<file path="config.mk">
export PLATFORM = sky130hd
export DESIGN_NAME = tns_link_scheduler
export DESIGN_NICKNAME = d
export VERILOG_FILES = /design/src/rtl/tns_link_pkg.sv /design/src/rtl/tns_rr_arbiter.sv /design/src/rtl/tns_link_scheduler.sv
export SDC_FILE = /design/constraint.sdc
export NUM_CORES = 1
export LEC_CHECK = 0
export CORE_UTILIZATION = 49
export CTS_CLUSTER_SIZE = 8
export DETAILED_ROUTE_END_ITERATION = 10
export GPL_TIMING_DRIVEN = 0
export PLACE_DENSITY = 0.95
export SLEW_MARGIN = 20
export SYNTH_ARGS = -nofsm -noshare
export SYNTH_HDL_FRONTEND = slang
export SYNTH_SLANG_ARGS = --single-unit
</file>
<file path="constraint.sdc">
create_clock -name i_clock -period 4.8 [get_ports i_clock]
set_input_delay 1.44 -clock i_clock [delete_from_list [all_inputs] [get_ports i_clock]]
set_output_delay 1.44 -clock i_clock [all_outputs]
set_load 0.02 [all_outputs]
</file>
<file path="src/rtl/tns_link_pkg.sv">
// Shared defaults and FSM state encodings for the TNS link scheduler.
package tns_link_pkg;

   localparam int DATA_W_DEF   = 6;
   localparam int SYM_MAX_DEF  = 36;
   localparam int HDR_BASE_DEF = 32;

   typedef logic [1:0] state_t;

   localparam state_t ST_IDLE  = 2'd0;
   localparam state_t ST_HDR   = 2'd1;
   localparam state_t ST_BURST = 2'd2;
   localparam state_t ST_GAP   = 2'd3;

endpackage

</file>
<file path="src/rtl/tns_rr_arbiter.sv">
// Pointer-based round-robin pick: first valid index at or after i_ptr, wrapping.
module tns_rr_arbiter #(
   parameter int NUM_REQ = 4,
   parameter int IDX_W   = $clog2(NUM_REQ)
) (
   input  logic [NUM_REQ-1:0] i_valid,
   input  logic [IDX_W-1:0]   i_ptr,
   output logic [IDX_W-1:0]   o_idx,
   output logic               o_any
);

   logic [IDX_W-1:0] w_cand;

   always_comb begin
      o_idx  = '0;
      w_cand = '0;
      // Scan farthest-first so the candidate nearest the pointer is written last.
      for (int k = NUM_REQ - 1; k >= 0; k--) begin
         w_cand = IDX_W'((int'(i_ptr) + k) % NUM_REQ);
         if (i_valid[w_cand]) begin
            o_idx = w_cand;
         end
      end
   end

   assign o_any = |i_valid;

endmodule

</file>
<file path="src/rtl/tns_link_scheduler.sv">
// Round-robin scheduler sharing one TNS TSV link; each burst is preceded by an owner header.
module tns_link_scheduler
   import tns_link_pkg::*;
#(
   parameter int NUM_REQ   = 4,
   parameter int DATA_W    = DATA_W_DEF,
   parameter int SYM_MAX   = SYM_MAX_DEF,
   parameter int BURST_LEN = 8,
   parameter int HDR_BASE  = HDR_BASE_DEF,
   parameter int TIMEOUT   = 4,
   parameter int GAP_CYC   = 1
) (
   input  logic                        i_clock,
   input  logic                        i_reset,
   input  logic [NUM_REQ-1:0]          i_req_valid,
   input  logic [NUM_REQ*DATA_W-1:0]   i_req_data,
   output logic [NUM_REQ-1:0]          o_req_ready,
   output logic [DATA_W-1:0]           o_enc_data,
   output logic                        o_enc_load,
   output logic [$clog2(NUM_REQ)-1:0]  o_cur_owner,
   output logic                        o_link_busy,
   output logic                        o_err_range
);

   localparam int IDX_W  = $clog2(NUM_REQ);
   localparam int CNT_W  = $clog2(BURST_LEN + 1);
   localparam int IDLE_W = $clog2(TIMEOUT + 1);
   localparam int GAP_W  = $clog2(GAP_CYC + 1);

   if (HDR_BASE + NUM_REQ - 1 >= SYM_MAX) begin : g_bad_hdr
      $error("header symbols HDR_BASE..HDR_BASE+NUM_REQ-1 must lie below SYM_MAX");
   end

   state_t              r_state;
   logic [IDX_W-1:0]    r_owner;
   logic [IDX_W-1:0]    r_ptr;
   logic [CNT_W-1:0]    r_cnt;
   logic [IDLE_W-1:0]   r_idle;
   logic [GAP_W-1:0]    r_gap;
   logic [DATA_W-1:0]   r_enc_data;
   logic                r_enc_load;
   logic                r_err_range;

   logic [IDX_W-1:0]    w_pick;
   logic                w_any;
   logic [DATA_W-1:0]   w_sym;
   logic                w_sym_bad;
   logic                w_xfer;
   logic [IDLE_W-1:0]   w_idle_inc;
   logic [IDX_W-1:0]    w_ptr_nxt;
   logic [DATA_W-1:0]   w_hdr;

   tns_rr_arbiter #(
      .NUM_REQ (NUM_REQ),
      .IDX_W   (IDX_W)
   ) u_arb (
      .i_valid (i_req_valid),
      .i_ptr   (r_ptr),
      .o_idx   (w_pick),
      .o_any   (w_any)
   );

   assign w_sym      = i_req_data[int'(r_owner)*DATA_W +: DATA_W];
   assign w_sym_bad  = int'(w_sym) >= SYM_MAX;
   assign w_xfer     = (r_state == ST_BURST) && i_req_valid[r_owner];
   assign w_idle_inc = r_idle + IDLE_W'(1);
   assign w_ptr_nxt  = (int'(r_owner) == NUM_REQ - 1) ? '0 : r_owner + IDX_W'(1);
   assign w_hdr      = DATA_W'(HDR_BASE + int'(r_owner));

   always_comb begin
      o_req_ready = '0;
      if (r_state == ST_BURST) begin
         o_req_ready[r_owner] = 1'b1;
      end
   end

   always_ff @(posedge i_clock) begin
      if (i_reset) begin
         r_state     <= ST_IDLE;
         r_owner     <= '0;
         r_ptr       <= '0;
         r_cnt       <= '0;
         r_idle      <= '0;
         r_gap       <= '0;
         r_enc_data  <= '0;
         r_enc_load  <= 1'b0;
         r_err_range <= 1'b0;
      end else begin
         r_err_range <= 1'b0;
         case (r_state)
            ST_IDLE: begin
               r_enc_load <= 1'b0;
               if (w_any) begin
                  r_owner <= w_pick;
                  r_state <= ST_HDR;
               end
            end
            ST_HDR: begin
               r_enc_data <= w_hdr;
               r_enc_load <= 1'b1;
               r_cnt      <= '0;
               r_idle     <= '0;
               r_state    <= ST_BURST;
            end
            ST_BURST: begin
               if (w_xfer) begin
                  r_enc_load  <= 1'b1;
                  r_enc_data  <= w_sym_bad ? '0 : w_sym;
                  r_err_range <= w_sym_bad;
                  r_cnt       <= r_cnt + CNT_W'(1);
                  r_idle      <= '0;
                  if (r_cnt == CNT_W'(BURST_LEN - 1)) begin
                     r_state <= ST_GAP;
                     r_gap   <= '0;
                     r_ptr   <= w_ptr_nxt;
                  end
               end else begin
                  // Encoder holds its TSV state while no word is loaded.
                  r_enc_load <= 1'b0;
                  r_idle     <= w_idle_inc;
                  if (w_idle_inc == IDLE_W'(TIMEOUT)) begin
                     r_state <= ST_GAP;
                     r_gap   <= '0;
                     r_ptr   <= w_ptr_nxt;
                  end
               end
            end
            ST_GAP: begin
               r_enc_load <= 1'b0;
               if (r_gap == GAP_W'(GAP_CYC - 1)) begin
                  r_state <= ST_IDLE;
               end else begin
                  r_gap <= r_gap + GAP_W'(1);
               end
            end
            default: begin
               r_state <= ST_IDLE;
            end
         endcase
      end
   end

   assign o_enc_data  = r_enc_data;
   assign o_enc_load  = r_enc_load;
   assign o_err_range = r_err_range;
   assign o_cur_owner = r_owner;
   assign o_link_busy = (r_state != ST_IDLE);

endmodule
</file>
== Yosys cells after proc, flatten, opt, wreduce, memory -nomap -nowiden ==
Index checks and enable logic that the tools add are counted.

* Add/sub/neg operators: 8
* Multipliers: 1
* Div/mod/pow operators: 0
* Order comparisons: 7
* Equal/unequal tests: 12
* Shifts and indexed selects: 1
* Muxes and demuxes: 41
* Bitwise operators: 2
* Reductions and logical operators: 15

{| class="wikitable"
|+ Operators by type and width
! operator !! count
|-
| 2-bit two-way mux || 13
|-
| 24-bit by 6-bit variable part select with 6-bit output || 1
|-
| 2-bit by 3-bit < comparator with 1-bit output, second input constant || 5
|-
| 6-bit two-way mux || 2
|-
| 6-bit case mux with 2 select lines || 1
|-
| 1-bit two-way mux || 11
|-
| 1-bit binary-select mux with 2-bit select || 5
|-
| 4-bit two-way mux || 2
|-
| 2-bit case mux with 4 select lines || 1
|-
| 4-bit case mux with 2 select lines || 1
|-
| 2-bit nonzero test || 4
|-
| 6-bit by 2-bit adder with 6-bit output, first input constant || 1
|-
| 6-bit >= comparator, second input constant || 1
|-
| 3-bit by 2-bit inequality test with 1-bit output, second input constant || 2
|-
| 3-bit case mux with 2 select lines || 1
|-
| 3-bit AND reduction || 2
|-
| 2-bit by 1-bit adder with 2-bit output, second input constant || 2
|-
| 2-bit adder, second input constant || 2
|-
| 4-bit by 1-bit adder with 4-bit output, second input constant || 1
|-
| 2-bit by 1-bit equality test with 1-bit output, second input constant || 2
|-
| 2-bit equality test, second input constant || 2
|-
| 4-bit by 3-bit equality test with 1-bit output, second input constant || 1
|-
| 2-bit by 2-bit multiplier with 4-bit output, second input constant || 1
|-
| 2-bit by 1-bit inequality test with 1-bit output, second input constant || 2
|-
| 17 further kinds || 21
|}

* Flip-flop bits (word level): 22
* Latch bits: 0
* Memory bits (writable): 0
* Bits in read-only memories: 0
* Input port bits: 30
* Logic and storage cells: 96
* Memories kept: 0

== Depth between registers and ports, before layout ==
* Depth after elaboration: 7
* Mapped depth: 8

== Hierarchy ==
From an unflattened synthesis, not the netlist that was laid out.

* Cells, all modules: 154
* Area, all modules: 1387.6 um^2

{| class="wikitable"
|+ By module, submodules not included
! module !! times used !! cells an instance !! area each (um^2) !! seq. area each (um^2)
|-
| tns_link_scheduler || 1 || 141 || 1310.0 || 420.4
|-
| tns_rr_arbiter || 1 || 13 || 77.6 || 0.0
|}

== Worst setup path after synthesis ==
OpenSTA, ideal clock, no wires.

* Kind: in2reg
* Start point: input port i_req_valid[1]
* End point: register r_ptr[0]
* Setup time: 0.068 ns
* Data arrival time: 2.883 ns
* Required time: 4.733 ns
* Setup slack: 1.849 ns
* Stages: 6
* Buffers on the path: 1
* Cell sequence: clkbuf_1 -> mux4_2 -> nand3b_4 -> a21o_1 -> or3_1 -> a21oi_2

* Cells in the longest elaborated chain, start to end: 5

{| class="wikitable"
|+ Ends and longest elaborated chain
! item !! RTL line !! RTL
|-
| start: declaration || tns_link_scheduler.sv:15 || <nowiki>input logic [NUM_REQ-1:0] i_req_valid,</nowiki>
|-
| 1-bit binary-select mux with 2-bit select (*) || tns_link_scheduler.sv:65 || <nowiki>assign w_xfer = (r_state == ST_BURST) && i_req_valid[r_owner];</nowiki>
|-
| 1-bit two-way mux (not written as such) (*) || tns_link_scheduler.sv:65 ||
|-
| 1-bit logical AND (*) || tns_link_scheduler.sv:65 ||
|-
| 2-bit by 1-bit inequality test with 1-bit output (no source line) / 2-bit nonzero test (equally long branches) || n/a ||
|-
| 3-bit AND reduction (no source line) || n/a ||
|-
| end signal: assignment || tns_link_scheduler.sv:115 || <nowiki>r_ptr <= w_ptr_nxt;</nowiki>
|-
| end signal: assignment || tns_link_scheduler.sv:124 || <nowiki>r_ptr <= w_ptr_nxt;</nowiki>
|-
| end: declaration || tns_link_scheduler.sv:36 || <nowiki>logic [IDX_W-1:0] r_ptr;</nowiki>
|}

Mark *: on every way between the ends. The rest lies on a longest branch, timed or not. The select of a mux whose other input is x is not followed.
A chain may end at the register's enable or synchronous reset.

== Final worst setup path ==
* Start point: register r_owner[1] (netlist: o_cur_owner[1])
* End point: output port o_req_ready[0]

* Cells in the longest elaborated chain, start to end: 5

{| class="wikitable"
|+ Ends and longest elaborated chain
! item !! RTL line !! RTL
|-
| start: declaration || tns_link_scheduler.sv:35 || <nowiki>logic [IDX_W-1:0] r_owner;</nowiki>
|-
| start signal: assignment || tns_link_scheduler.sv:94 || <nowiki>r_owner <= w_pick;</nowiki>
|-
| 2-bit by 3-bit < comparator with 1-bit output (not written as such) / 2-bit by 1-bit >= comparator with 1-bit output (equally long branches) || tns_link_scheduler.sv:73 || <nowiki>o_req_ready[r_owner] = 1'b1;</nowiki>
|-
| 1-bit logical AND (not written as such) || tns_link_scheduler.sv:73 ||
|-
| 1-bit two-way mux (not written as such) || tns_link_scheduler.sv:73 ||
|-
| 1-bit demux with 2-bit select (*) || tns_link_scheduler.sv:73 ||
|-
| 4-bit two-way mux (*) || tns_link_scheduler.sv:72 || <nowiki>if (r_state == ST_BURST) begin</nowiki>
|-
| end: declaration || tns_link_scheduler.sv:17 || <nowiki>output logic [NUM_REQ-1:0] o_req_ready,</nowiki>
|}

Mark *: on every way between the ends. The rest lies on a longest branch, timed or not.

==> impl_metrics.tcl <==
set metrics [dict create \
    regArea_um2 420 \
    p_leak_nw 0.741 \
    start_util_pct 53.9 \
    cts_setup_buffers 0 \
    powerDensity_nw_per_um2 335 \
    path_max_fanout 10 \
    htreeDepth 1 \
    cts-root-buf "clkbuf_4" \
    syn_nets 199 \
    syn_avg_cell_area_um2 8.83 \
    setup_tns_ns 0 \
    synthCells 158 \
    post-place-cells 231 \
    worst_slack_ns 1.10 \
    antenna_found_initial 0 \
    rows 18 \
    hold_buffers 0 \
    grt_max_degree 12 \
    hp-class "register to register" \
    grtUsageMet2_pct 44.9 \
    reg2reg_setup_slack_ns 2.50 \
    max_slew_margin_pct 62.5 \
    cts.sinks 21 \
    fin_util_pct 72.9 \
    critPathKind "register to output pin" \
    portBuffers 43 \
    yosys_warnings 0 \
    diodes 0 \
    status "finished, final reports clean" \
    drive_above_1_share_pct 5.37 \
    fmax_ghz 0.270 \
    start_kind "register" \
    setup_viol 0 \
    r2r_end "o_enc_data[2]" \
    die_h_um 55.4 \
    end_kind "output pin" \
    worst_slew_pin_slew_ns 0.563 \
    cts_tree "yes" \
    core_um2 2590 \
    maxSlewViolCount 0 \
    area_growth_pct 35.4 \
    met3_usage_pct 4.68 \
    routedWlPerCell_um 16.4 \
    rsz0062_at_grt "false" \
    routed_via_density 6.14 \
    clock_path_buffers 2 \
    maxCapViolations 0 \
    worst_hold_slack_ns 0.510 \
    ir_worst_vdd_mv 0.302 \
    vias 1442 \
    synth_area_um2 1400 \
    drc 0 \
    holdPathStages 2 \
    top_usage_layer "met2" \
    fin_skew_ns 0.00625 \
    multi_input_area_um2 897 \
    gr-usage-all-layers_pct 26.1 \
    grt_pass1_vias 1494 \
    dr.first_iter.drc_count 56 \
    grt_pass1_wl_um 6420 \
    die_x_um 55.4 \
    grt_overflow_total 0 \
    die_area_um2 3060 \
    clock_latency_ns 0.31 \
    cts_resized 0 \
    hpwl_um 3040 \
    r2r_cells 6 \
    ys.flop_type "dfxtp_1" \
    hold_violations 0 \
    min_to "r_cnt[1]" \
    synthArstFlopShare_pct 0 \
    cp.arrival_ns 2.26 \
    dp_slack_ns 1.29 \
    fill_cells 182 \
    fin_crit_sh_pct 77.1 \
    drt_pass1_iterations 4 \
    instances_no_fill 235 \
    finalWorstPathRequiredPeriod_ns 3.70 \
    reg2reg_from "o_cur_owner[1]" \
    ant_nets 0 \
    yosys.cell_types.count 40 \
    seq_area_frac_synth_pct 30.1 \
    layout.nets 247 \
    synth_edf_count 0 \
    synth-seq-cells 21 \
    grtUsageMet1_pct 29.9 \
    worstHoldStart "r_cnt[1]" \
    cp.required_ns 3.36 \
    io_pins 45 \
    wirelength_um 3840 \
    numCtsBuffers 3 \
    path_clk_slew_ns 0.11 \
    place.gp.congestion 0.918 \
]
[how the worst max path moves through the flow]
| stage | end | startpoint | slack (ns) |
|---|---|---|---|
| final | o_req_ready[0] | o_cur_owner[1] | 1.10 |
| after CTS | o_req_ready[0] | o_cur_owner[1] | 1.11 |
| after detailed placement | r_ptr[0] | i_req_valid[3] | 1.29 |
| after global placement | r_ptr[0] | i_req_valid[3] | 1.35 |
| after global routing | o_req_ready[0] | o_cur_owner[1] | 0.99 |
| after floorplan | r_ptr[0] | i_req_valid[1] | 1.85 |
[worst max-delay path, cell delays in order (launching register included)]
cell and delay (ns):
dfxtp_1 0.51, buf_1 0.43, inv_1 0.13, ha_1 0.21
and2_1 0.15, clkdlybuf4s50_1 0.53
[routing by layer]
metal | vias to the layer above | share of wire, %
li1 | 671 | -
met1 | 683 | 38
met2 | 71 | 52
met3 | 17 | 6.2
met4 | 0 | 3.8
met5 | - | 0
[power breakdown]
group / switching [mW] / internal [mW]
sequential: 0.0169 / 0.197
clock: 0.0558 / 0.0325
combinational: 0.189 / 0.141
[Yosys cell counts (all sizes together) (2+ instances only)]
cell | number | area [um^2]
a211oi | 3 | 22.5
a21o | 2 | 15.0
a21oi | 12 | 63.8
a22oi | 4 | 30.0
and2 | 5 | 31.3
buf | 4 | 25.0
clkbuf | 4 | 15.0
dfxtp | 21 | 420
ha | 11 | 138
inv | 10 | 37.5
mux2i | 7 | 70.1
mux4 | 5 | 128
nand2 | 13 | 48.8
nand2b | 3 | 18.8
nand3 | 3 | 15.0
nand3b | 3 | 35.0
nor2 | 17 | 63.8
nor3 | 8 | 40.0
o211ai | 2 | 15.0
o21ai | 3 | 15.0
o22ai | 3 | 18.8
o311a | 2 | 20.0
[logic make-up after synthesis]
kind of cell,share of synthesized area [%]
DFF,30.1
xor gates and xnor gates,0.628
buffers and inverters,5.56
adders and majority gates,9.87
AOI/OAI and AO/OA,19.6
muxes,14.2
and+or+nand+nor,20.1
[per-stage QoR]
step	instance area, um^2	total power, mW
after global routing	1890	0.669
final	1890	0.633
after CTS	1890	0.629
after global placement	1860	0.527
after detailed placement	1860	0.542
after floorplan	1400	0.423
[cell type report]
type,count,share of cell area (%)
multi-input combinational,119,47.5
timing repair buffer,43,22.8
sequential,21,22.3
buffer,8,2.12
inverter,10,1.99
tap,30,1.99
clock buffer,4,1.39
[state kept, by name (all words and copies together), names as in the netlist]
register / cells
r_ptr: 2
o_enc_load: 1
r_cnt: 4
r_state: 2
o_err_range: 1
r_idle: 3
o_enc_data: 6
o_cur_owner: 2
[cells in the final DEF (no fill, tap or decap), drive strengths merged]
| cell | instances |
|---|---|
| nand3 | 3 |
| a211oi | 3 |
| o22a | 1 |
| a311oi | 1 |
| and2 | 5 |
| nand2b | 3 |
| inv | 10 |
| a21oi | 12 |
| a32o | 1 |
| xor2 | 1 |
| a221oi | 1 |
| nand4b | 1 |
| nand3b | 3 |
| nor2b | 1 |
| o221ai | 1 |
| clkbuf | 8 |
| o311a | 2 |
| dfxtp | 21 |
| o31ai | 1 |
| nand2 | 13 |
| a21o | 2 |
| mux2i | 7 |
| a31o | 1 |
| o21ai | 3 |
| a22oi | 4 |
| nor2 | 17 |
| o22ai | 3 |
| buf | 4 |
| ha | 11 |
| a31oi | 1 |
| nor3 | 8 |
| clkdlybuf4s50 | 43 |
| mux4 | 5 |
| nor4 | 1 |
| o211ai | 2 |
| or3 | 1 |
No activity file was read; power rests on OpenSTA's default activity.
